`src/rtl/riscv_pkg.sv`:
```
// Shared types for the memory arbiter: requester owner, arbiter FSM
// states, address/data aliases and the full byte-enable constant.
package riscv_pkg;

    typedef logic [31:0] addr_t;
    typedef logic [31:0] data_t;
    typedef logic [3:0]  be_t;

    typedef enum logic {
        OWN_I,
        OWN_D
    } mem_owner_t;

    typedef enum logic [1:0] {
        ARB_IDLE,
        ARB_ISSUE,
        ARB_WAIT
    } arb_state_t;

    localparam be_t BE_ALL = 4'hF;

endpackage

```
`src/rtl/mem_arb_pick.sv`:
```
// Combinational winner select between fetch (I) and load/store (D).
// Tie policy: MEM_ARB_ROUND_ROBIN_EN alternates, otherwise D always wins.
module mem_arb_pick
    import riscv_pkg::*;
(
    input  logic       i_req_i,
    input  logic       i_req_d,
    input  mem_owner_t i_last_owner,
    output logic       o_pick_valid,
    output mem_owner_t o_pick_owner
);

`ifndef MEM_ARB_ROUND_ROBIN_EN
    // Fixed priority has no use for the previous owner.
    logic w_unused_last;
    assign w_unused_last = i_last_owner;
`endif

    // Choose a winner among the pending requesters.
    always_comb begin
        o_pick_valid = i_req_i | i_req_d;
        o_pick_owner = OWN_I;
`ifdef MEM_ARB_ROUND_ROBIN_EN
        if (i_req_i && i_req_d) begin
            o_pick_owner = (i_last_owner == OWN_I) ? OWN_D : OWN_I;
        end else if (i_req_d) begin
            o_pick_owner = OWN_D;
        end
`else
        if (i_req_d) begin
            o_pick_owner = OWN_D;
        end
`endif
    end

endmodule

```
`src/rtl/mem_arbiter.sv`:
```
// Shares one memory port between fetch (I) and load/store (D), one
// outstanding access, response timeout. Option: MEM_ARB_ROUND_ROBIN_EN.
module mem_arbiter
    import riscv_pkg::*;
#(
    parameter int unsigned TIMEOUT_CYCLES = 64,
    parameter int unsigned CNT_W          = 8
) (
    input  logic        clk,
    input  logic        rst,
    input  logic        i_req,
    input  addr_t       i_addr,
    output logic        i_gnt,
    output logic        i_rvalid,
    output data_t       i_rdata,
    output logic        i_err,
    input  logic        d_req,
    input  logic        d_we,
    input  addr_t       d_addr,
    input  data_t       d_wdata,
    input  be_t         d_be,
    output logic        d_gnt,
    output logic        d_rvalid,
    output data_t       d_rdata,
    output logic        d_err,
    output logic        m_req,
    output logic        m_we,
    output addr_t       m_addr,
    output data_t       m_wdata,
    output be_t         m_be,
    input  logic        m_gnt,
    input  logic        m_rvalid,
    input  data_t       m_rdata,
    output logic        busy
);

    localparam bit TMO_EN = (TIMEOUT_CYCLES != 0);
    localparam logic [CNT_W-1:0] TMO_LAST =
        TMO_EN ? CNT_W'(TIMEOUT_CYCLES - 1) : '0;

    arb_state_t       r_state;
    arb_state_t       w_state_nxt;
    mem_owner_t       r_owner;
    logic [CNT_W-1:0] r_cnt;
    logic [CNT_W-1:0] w_cnt_nxt;
    logic             r_m_req;
    logic             r_m_we;
    addr_t            r_m_addr;
    data_t            r_m_wdata;
    be_t              r_m_be;
    logic             w_pick_valid;
    mem_owner_t       w_pick_owner;
    logic             w_latch;
    logic             w_gnt;
    logic             w_rsp;
    logic             w_err;

    mem_arb_pick u_pick (
        .i_req_i      (i_req),
        .i_req_d      (d_req),
        .i_last_owner (r_owner),
        .o_pick_valid (w_pick_valid),
        .o_pick_owner (w_pick_owner)
    );

    // State, timeout counter and memory request flop.
    always_ff @(posedge clk or posedge rst) begin
        if (rst) begin
            r_state <= ARB_IDLE;
            r_cnt   <= '0;
            r_m_req <= 1'b0;
        end else begin
            r_state <= w_state_nxt;
            r_cnt   <= w_cnt_nxt;
            r_m_req <= (w_state_nxt == ARB_ISSUE);
        end
    end

    // Next state, handshake strobes and timeout detection.
    always_comb begin
        w_state_nxt = r_state;
        w_cnt_nxt   = '0;
        w_latch     = 1'b0;
        w_gnt       = 1'b0;
        w_rsp       = 1'b0;
        w_err       = 1'b0;
        unique case (r_state)
            ARB_IDLE: begin
                if (w_pick_valid) begin
                    w_latch     = 1'b1;
                    w_state_nxt = ARB_ISSUE;
                end
            end
            ARB_ISSUE: begin
                if (m_gnt) begin
                    w_gnt       = 1'b1;
                    w_state_nxt = ARB_WAIT;
                end
            end
            ARB_WAIT: begin
                if (m_rvalid) begin
                    w_rsp       = 1'b1;
                    w_state_nxt = ARB_IDLE;
                end else if (TMO_EN && (r_cnt == TMO_LAST)) begin
                    w_rsp       = 1'b1;
                    w_err       = 1'b1;
                    w_state_nxt = ARB_IDLE;
                end else begin
                    w_cnt_nxt = r_cnt + CNT_W'(1);
                end
            end
            default: begin
                w_state_nxt = ARB_IDLE;
            end
        endcase
    end

    // Capture the winner's request fields when leaving IDLE.
    always_ff @(posedge clk or posedge rst) begin
        if (rst) begin
            r_owner   <= OWN_I;
            r_m_we    <= 1'b0;
            r_m_addr  <= '0;
            r_m_wdata <= '0;
            r_m_be    <= '0;
        end else if (w_latch) begin
            r_owner <= w_pick_owner;
            if (w_pick_owner == OWN_D) begin
                r_m_we    <= d_we;
                r_m_addr  <= d_addr;
                r_m_wdata <= d_wdata;
                r_m_be    <= d_be;
            end else begin
                r_m_we    <= 1'b0;
                r_m_addr  <= i_addr;
                r_m_wdata <= '0;
                r_m_be    <= BE_ALL;
            end
        end
    end

    assign m_req   = r_m_req;
    assign m_we    = r_m_we;
    assign m_addr  = r_m_addr;
    assign m_wdata = r_m_wdata;
    assign m_be    = r_m_be;
    assign busy    = (r_state != ARB_IDLE);

    assign i_gnt    = w_gnt & (r_owner == OWN_I);
    assign d_gnt    = w_gnt & (r_owner == OWN_D);
    assign i_rvalid = w_rsp & (r_owner == OWN_I);
    assign d_rvalid = w_rsp & (r_owner == OWN_D);
    assign i_err    = w_err & (r_owner == OWN_I);
    assign d_err    = w_err & (r_owner == OWN_D);
    assign i_rdata  = (i_rvalid && !w_err) ? m_rdata : '0;
    assign d_rdata  = (d_rvalid && !w_err) ? m_rdata : '0;

endmodule

```
`config.mk`:
```
export PLATFORM = sky130hd
export DESIGN_NAME = mem_arbiter
export DESIGN_NICKNAME = d
export VERILOG_FILES = /design/src/rtl/riscv_pkg.sv /design/src/rtl/mem_arb_pick.sv /design/src/rtl/mem_arbiter.sv
export SDC_FILE = /design/constraint.sdc
export NUM_CORES = 1
export LEC_CHECK = 0
export ABC_CLOCK_PERIOD_IN_PS = 2600
export BUFFER_PORTS_ARGS = -buffer_cell sky130_fd_sc_hd__buf_2
export CORE_AREA = 3 3 109 111
export CTS_CLUSTER_SIZE = 24
export DETAILED_ROUTE_END_ITERATION = 10
export DIE_AREA = 0 0 112 114
export PLACE_DENSITY = 0.68
export SYNTH_ARGS = -nofsm -noshare
export SYNTH_HDL_FRONTEND = slang
export SYNTH_SLANG_ARGS = --single-unit
```
`constraint.sdc`:
```
create_clock -name clk -period 2.6 [get_ports clk]
set_input_delay 0.26 -clock clk [delete_from_list [all_inputs] [get_ports clk]]
set_output_delay 0.26 -clock clk [all_outputs]
set_load 0.02 [all_outputs]
```
==> results of run 1 <==
worst max-delay path by stage:
stage / cells after the start / from / endpoint
3_3_place_gp: 5 / r_cnt[0] / i_rvalid
5_1_grt: 5 / r_cnt[1] / i_rvalid
3_5_place_dp: 5 / r_cnt[0] / i_rvalid
4_1_cts: 5 / r_cnt[0] / i_rvalid
6_report: 5 / r_cnt[1] / i_rvalid
2_1_floorplan: 1 / rst / m_addr[0]
layout by cell type, fill, tap and decap left out, drive strengths merged, types with 3 or more instances in the layout:
cell / count
a21oi: 3
a22o: 33
and2: 67
and3: 3
buf: 286
clkbuf: 10
clkinv: 3
dfrtp: 81
inv: 5
mux2: 64
nand2: 4
nand3: 3
nor2: 8
o21ai: 7
o22a: 4
layout make-up:
cell class,count,area share
Sequential cell,81,0.350
Antenna cell,2,0.000864
Timing Repair Buffer,287,0.256
Multi-Input combinational cell,216,0.322
Tap cell,140,0.0302
Clock inverter,6,0.0155
Inverter,5,0.00345
Clock buffer,10,0.0220
Yosys cell counts (2+ instances only):
| cell type | instances | area [um2] |
|---|---|---|
| dfrtp_1 | 81 | 2030 |
| and2_1 | 66 | 413 |
| mux2_2 | 38 | 428 |
| a22o_1 | 33 | 289 |
| mux2_4 | 26 | 390 |
| buf_2 | 16 | 80.1 |
| nor2_1 | 7 | 26.3 |
| o21ai_0 | 6 | 30.0 |
| inv_1 | 5 | 18.8 |
| nand2_1 | 4 | 15.0 |
| o22a_1 | 4 | 35.0 |
| a21oi_1 | 3 | 15.0 |
| and3_1 | 3 | 18.8 |
| buf_6 | 3 | 33.8 |
| nand3_1 | 3 | 15.0 |
| buf_12 | 2 | 40.0 |
| nor3b_1 | 2 | 15.0 |
| nor4_1 | 2 | 12.5 |
| xor2_1 | 2 | 17.5 |
state kept, by name, summed over array words and instances (netlist names):
signal / cells
m_be: 4
m_we: 1
r_cnt: 8
m_addr: 32
r_owner: 1
r_state: 2
m_wdata: 32
m_req: 1
power breakdown:
| part | internal, mW | switching [mW] | leakage, nW |
|---|---|---|---|
| Sequential | 1.79 | 0.321 | 0.998 |
| Clock | 0.545 | 0.466 | 0.107 |
| Combinational | 1.31 | 1.64 | 2.08 |
kinds of logic after synthesis:
logic type	after synthesis	share of synthesized area
xor gates and xnor gates	3	0.00647
muxes	64	0.201
buffers and inverters	26	0.0425
AOI/OAI and AO/OA	50	0.0988
adders and majority gates	1	0.00308
DFF	81	0.499
and+or+nand+nor	98	0.149
through the flow:
| stage | setup WS, ns | cells | util | hold WS, ns |
|---|---|---|---|---|
| global placement | 0.644 | 728 | 0.511 | 0.352 |
| detailed placement | 0.573 | 728 | 0.511 | 0.369 |
| finish | 0.202 | 747 | 0.532 | 0.115 |
| global route | 0.0858 | 747 | 0.532 | 0.104 |
| floorplan | 0.260 | 323 | - | 0.367 |
| CTS | 0.182 | 745 | 0.532 | 0.0974 |
worst reg2reg max path, cell delays in order (launching register included):
cell and delay [ns]:
dfrtp_1 0.45, nor2_4 0.18, o21a_2 0.41, buf_12 0.26, mux2_2 0.38
per-layer routing:
metal  part of all wire  GRT usage  vias up  wire, um
met5             0.0010          0        -        13
met4              0.023     0.0785        2       283
met3              0.086     0.0499       23      1070
met2               0.52      0.339      184      6440
met1               0.37      0.213     1676      4660
li1                   -          -     1685         -
==> metrics.txt, run 1 <==
status complete, no violations; crit-path leading delay family simple AND/OR/NAND/NOR gates; initial antenna violation count 3; clk slew on worst S/H paths ~0.090 ns; worst slew pin tran around 0.66 ns; first-pass GRT wire length roughly 19000 um; Storage cell area between 2000 and 2500 um2; area of the multi-input gates approximately 1900 um2; Top FF cell, synth dfrtp_1; CTS root buf clkbuf_8; Port Buffers about 280; Syn Area/Cell about 13 um2; post-place instance area between 5000 and 6000 um2; RSZ-0062 raised after global routing no; Worst Path Arrival between 2 and 2.5 ns; share of cells above drive strength 1 0.617; RR Startpoint r_state[0]; post-synth net total approximately 460; final setup violation count 0; Final Critical Period between 2 and 2.5 ns; maximum vdd drop ~560 uV; CP cell instances ha_1 > or3b_4 > o21ba_2 > nor3b_1 > buf_2; startpoint types flop; largest net degree at the start of global routing 47; total CTS buffers 9; Max Clk Rate between 400 and 500 MHz; Resized cells post-CTS 0; Die Area 12800 um2; CORE AREA between 10000 and 15000 um2; Antenna Nets Post-Route 0; Final GP Congestion between 0.9 and 1; register area share after synthesis 0.499; DRC Markers 0; number of iterations in the first detailed-routing pass 4; Crit Path Category flop to output port; clk sink count slightly above 80; TNS Setup 0 ns; critical path's slowest cell or3b_4; Die Wd 112 um; Critical Path Max Stage Delay around 0.43 ns; Top Ports 280; GRT Overall Usage 0.189; Leak 3.18 nW; Setup Skew 0.0202 ns; fin crit share 0.922; Hold EP m_wdata[25]; Power Density 1050 nW/um2; Max Buffers Root-to-Sink 2; Distinct cells, synth 36; ys async rst share 1.00; htree depth 3; Slew Limit Headroom 0.557; Worst R2R Setup Slack ~0.8 ns; Hold Crit Depth 2; Die H roughly 110 um; total wire length 12500 um; crit path max fanout 5; Final #Nets 740; Buf/Inv on CP 1; Vias/cell roughly 4.8; WL per Instance ~17 um; Syn Inst Count roughly 320; total power about 6.1 mW; max-slew violations 0; layout filler cell count 985; warning count from the yosys run 0; crit end category output port; Synth Register Bits slightly above 80; final instance area a little under 6000 um2; total grt overflow 0; hold_buf cts 1; max-cap violations 0; Final Hold Viols 0; number of global-route vias before repair 3793; R2R depth 4; number of setup buffers added after CTS 0; CTS tree yes; Starting Density 0.373; Clock Latency Late Sink approximately 0.35 ns; Area Growth Syn to Fin 42.6%; EDFF count, synth 0; Post-DP HPWL 9950 um; FF-to-FF End m_addr[23]; WP data required approximately 2.3 ns; HP Class input pin to flop; row cnt 38; First DRT Iteration DRCs around 120; HP Start d_wdata[25]; Netlist Area Pre-Place 4060 um2; vias around 3600
Power figures use the tool's default switching activity.
==> inputs of run 2 (changes only) <==
- REMOVE_ABC_BUFFERS: unset -> 1
==> metrics.txt, run 2 (synthesis gave the netlist of run 1 again) <==
largest net degree at the start of global routing 49; Vias/cell between 4 and 5; Clock Latency Late Sink between 0.3 and 0.4 ns; Antenna Nets Post-Route 0; CP cell instances ha_1 > or3b_4 > o21ba_2 > nor3b_1 > buf_2; crit path max fanout 6; max-cap violations 0; CORE AREA roughly 11000 um2; Final #Nets around 740; RSZ-0062 raised after global routing no; Die H around 110 um; final setup violation count 0; clk slew on worst S/H paths ~0.1 ns; row cnt 38; crit end category output port; Port Buffers between 200 and 300; HP Start d_wdata[21]; Worst Path Arrival approximately 2.1 ns; RR Startpoint r_state[1]; Die Wd about 110 um; startpoint types flop; HP Class input pin to flop; Final Critical Period ~2.3 ns; Crit Path Category flop to output port; maximum vdd drop around 510 uV; fin crit share 0.898; Storage cell area a little over 2000 um2; Post-DP HPWL slightly above 9000 um; area of the multi-input gates roughly 1900 um2; status complete, no violations; final instance area between 5000 and 6000 um2; TNS Setup 0 ns; CTS tree yes; Leak 3.16 nW; Critical Path Start r_cnt[0]; Starting Density 0.373; Die Area 12800 um2; most frequent cells in the layout buf_2 (279), dfrtp_1 (81), and2_1 (66); clk sink count slightly above 80; worst slew pin tran just over 0.6 ns; number of global-route vias before repair ~3600; critical path's slowest cell dfrtp_1; Top Ports 280; GRT Overall Usage 0.177; share of cells above drive strength 1 0.621; initial antenna violation count 1; Power Density roughly 1000 nW/um2; Final Hold Viols 0; Max Clk Rate ~430 MHz; total CTS buffers 9; Area Growth Syn to Fin 41.7%; htree depth 3; First DRT Iteration DRCs between 80 and 90; layout filler cell count around 950; Buf/Inv on CP 1; WL per Instance between 15 and 20 um; Max Buffers Root-to-Sink 2; crit-path leading delay family simple AND/OR/NAND/NOR gates; Slew Limit Headroom 0.590; max-slew violations 0; vias around 3500; total wire length between 10000 and 15000 um; CTS root buf clkbuf_8; post-place instance area roughly 5600 um2; WP data required around 2.3 ns; total grt overflow 0; Critical Path Max Stage Delay 0.44 ns; number of iterations in the first detailed-routing pass 4; Setup Skew between 0.008 and 0.009 ns; first-pass GRT wire length between 15000 and 20000 um; DRC Markers 0; most common cell after layout, fill and taps aside buf_2; Final GP Congestion 0.949
run 2: cell types whose count changed in the layout (fill, tap and decap cells not counted), moves of 2 or more:
cell       change
and3_2         +2
and3_1         -2
inv_8          +3
bufinv_16      -2
run 2: per-layer routing:
metal | up-vias | wire [um] | GRT usage
met5 | - | 0 | 0
met4 | 0 | 431 | 0.102
met3 | 33 | 972 | 0.0456
met2 | 194 | 5850 | 0.303
met1 | 1625 | 4510 | 0.201
li1 | 1681 | - | -
run 2: worst register-to-register path: cells and delay by family, from the launching register on:
kind                   cells  cell delay, ns
flip-flops                 1            0.44
multiplexers               1            0.42
AND/OR/NAND/NOR            1            0.23
buffers and inverters      1            0.23
AO/OA/AOI/OAI              1            0.19
run 2: final cells by class:
type / instances / area share
sequential: 81 / 0.352
clock buffer: 9 / 0.0215
inverter: 5 / 0.00348
clock inverter: 7 / 0.0117
antenna: 1 / 0.000434
tap: 140 / 0.0304
multi-input combinational: 216 / 0.324
timing repair buffer: 286 / 0.256
run 2: through the flow:
stage | hold slack, ns | instances | util | power [mW] | setup slack (ns)
3_3_place_gp | 0.344 | 727 | 0.510 | 5.03 | 0.616
2_1_floorplan | 0.367 | 302 | - | 4.04 | 0.260
6_report | 0.103 | 745 | 0.529 | 5.93 | 0.264
3_5_place_dp | 0.354 | 727 | 0.510 | 5.08 | 0.553
4_1_cts | 0.0778 | 744 | 0.529 | 6.01 | 0.121
5_1_grt | 0.0834 | 745 | 0.529 | 6.28 | 0.157
run 2: path summary, 6_finish.rpt:
check | to | depth (start not counted) | slack, ns
max | i_rvalid | 5 | 0.26
min | m_wdata[21] | 2 | 0.10
max reg2reg | m_addr[22] | 4 | 0.97
min reg2reg | m_addr[24] | 1 | 0.51
max in group asynchronous | m_addr[7] | 4 | 1.43
min in group asynchronous | m_addr[11] | 3 | 0.51
run 2: power breakdown:
part	leakage, nW	switching, mW	internal, mW
Sequential	0.998	0.309	1.79
Clock	0.0962	0.520	0.375
Combinational	2.07	1.63	1.30
run 2: repair_timing:
action,in CTS,in global routing
resized for setup,0,2
endpoints found under the setup margin,0,30
endpoints found under the hold margin,33,0
hold buffers,1,0
setup buffers,0,0
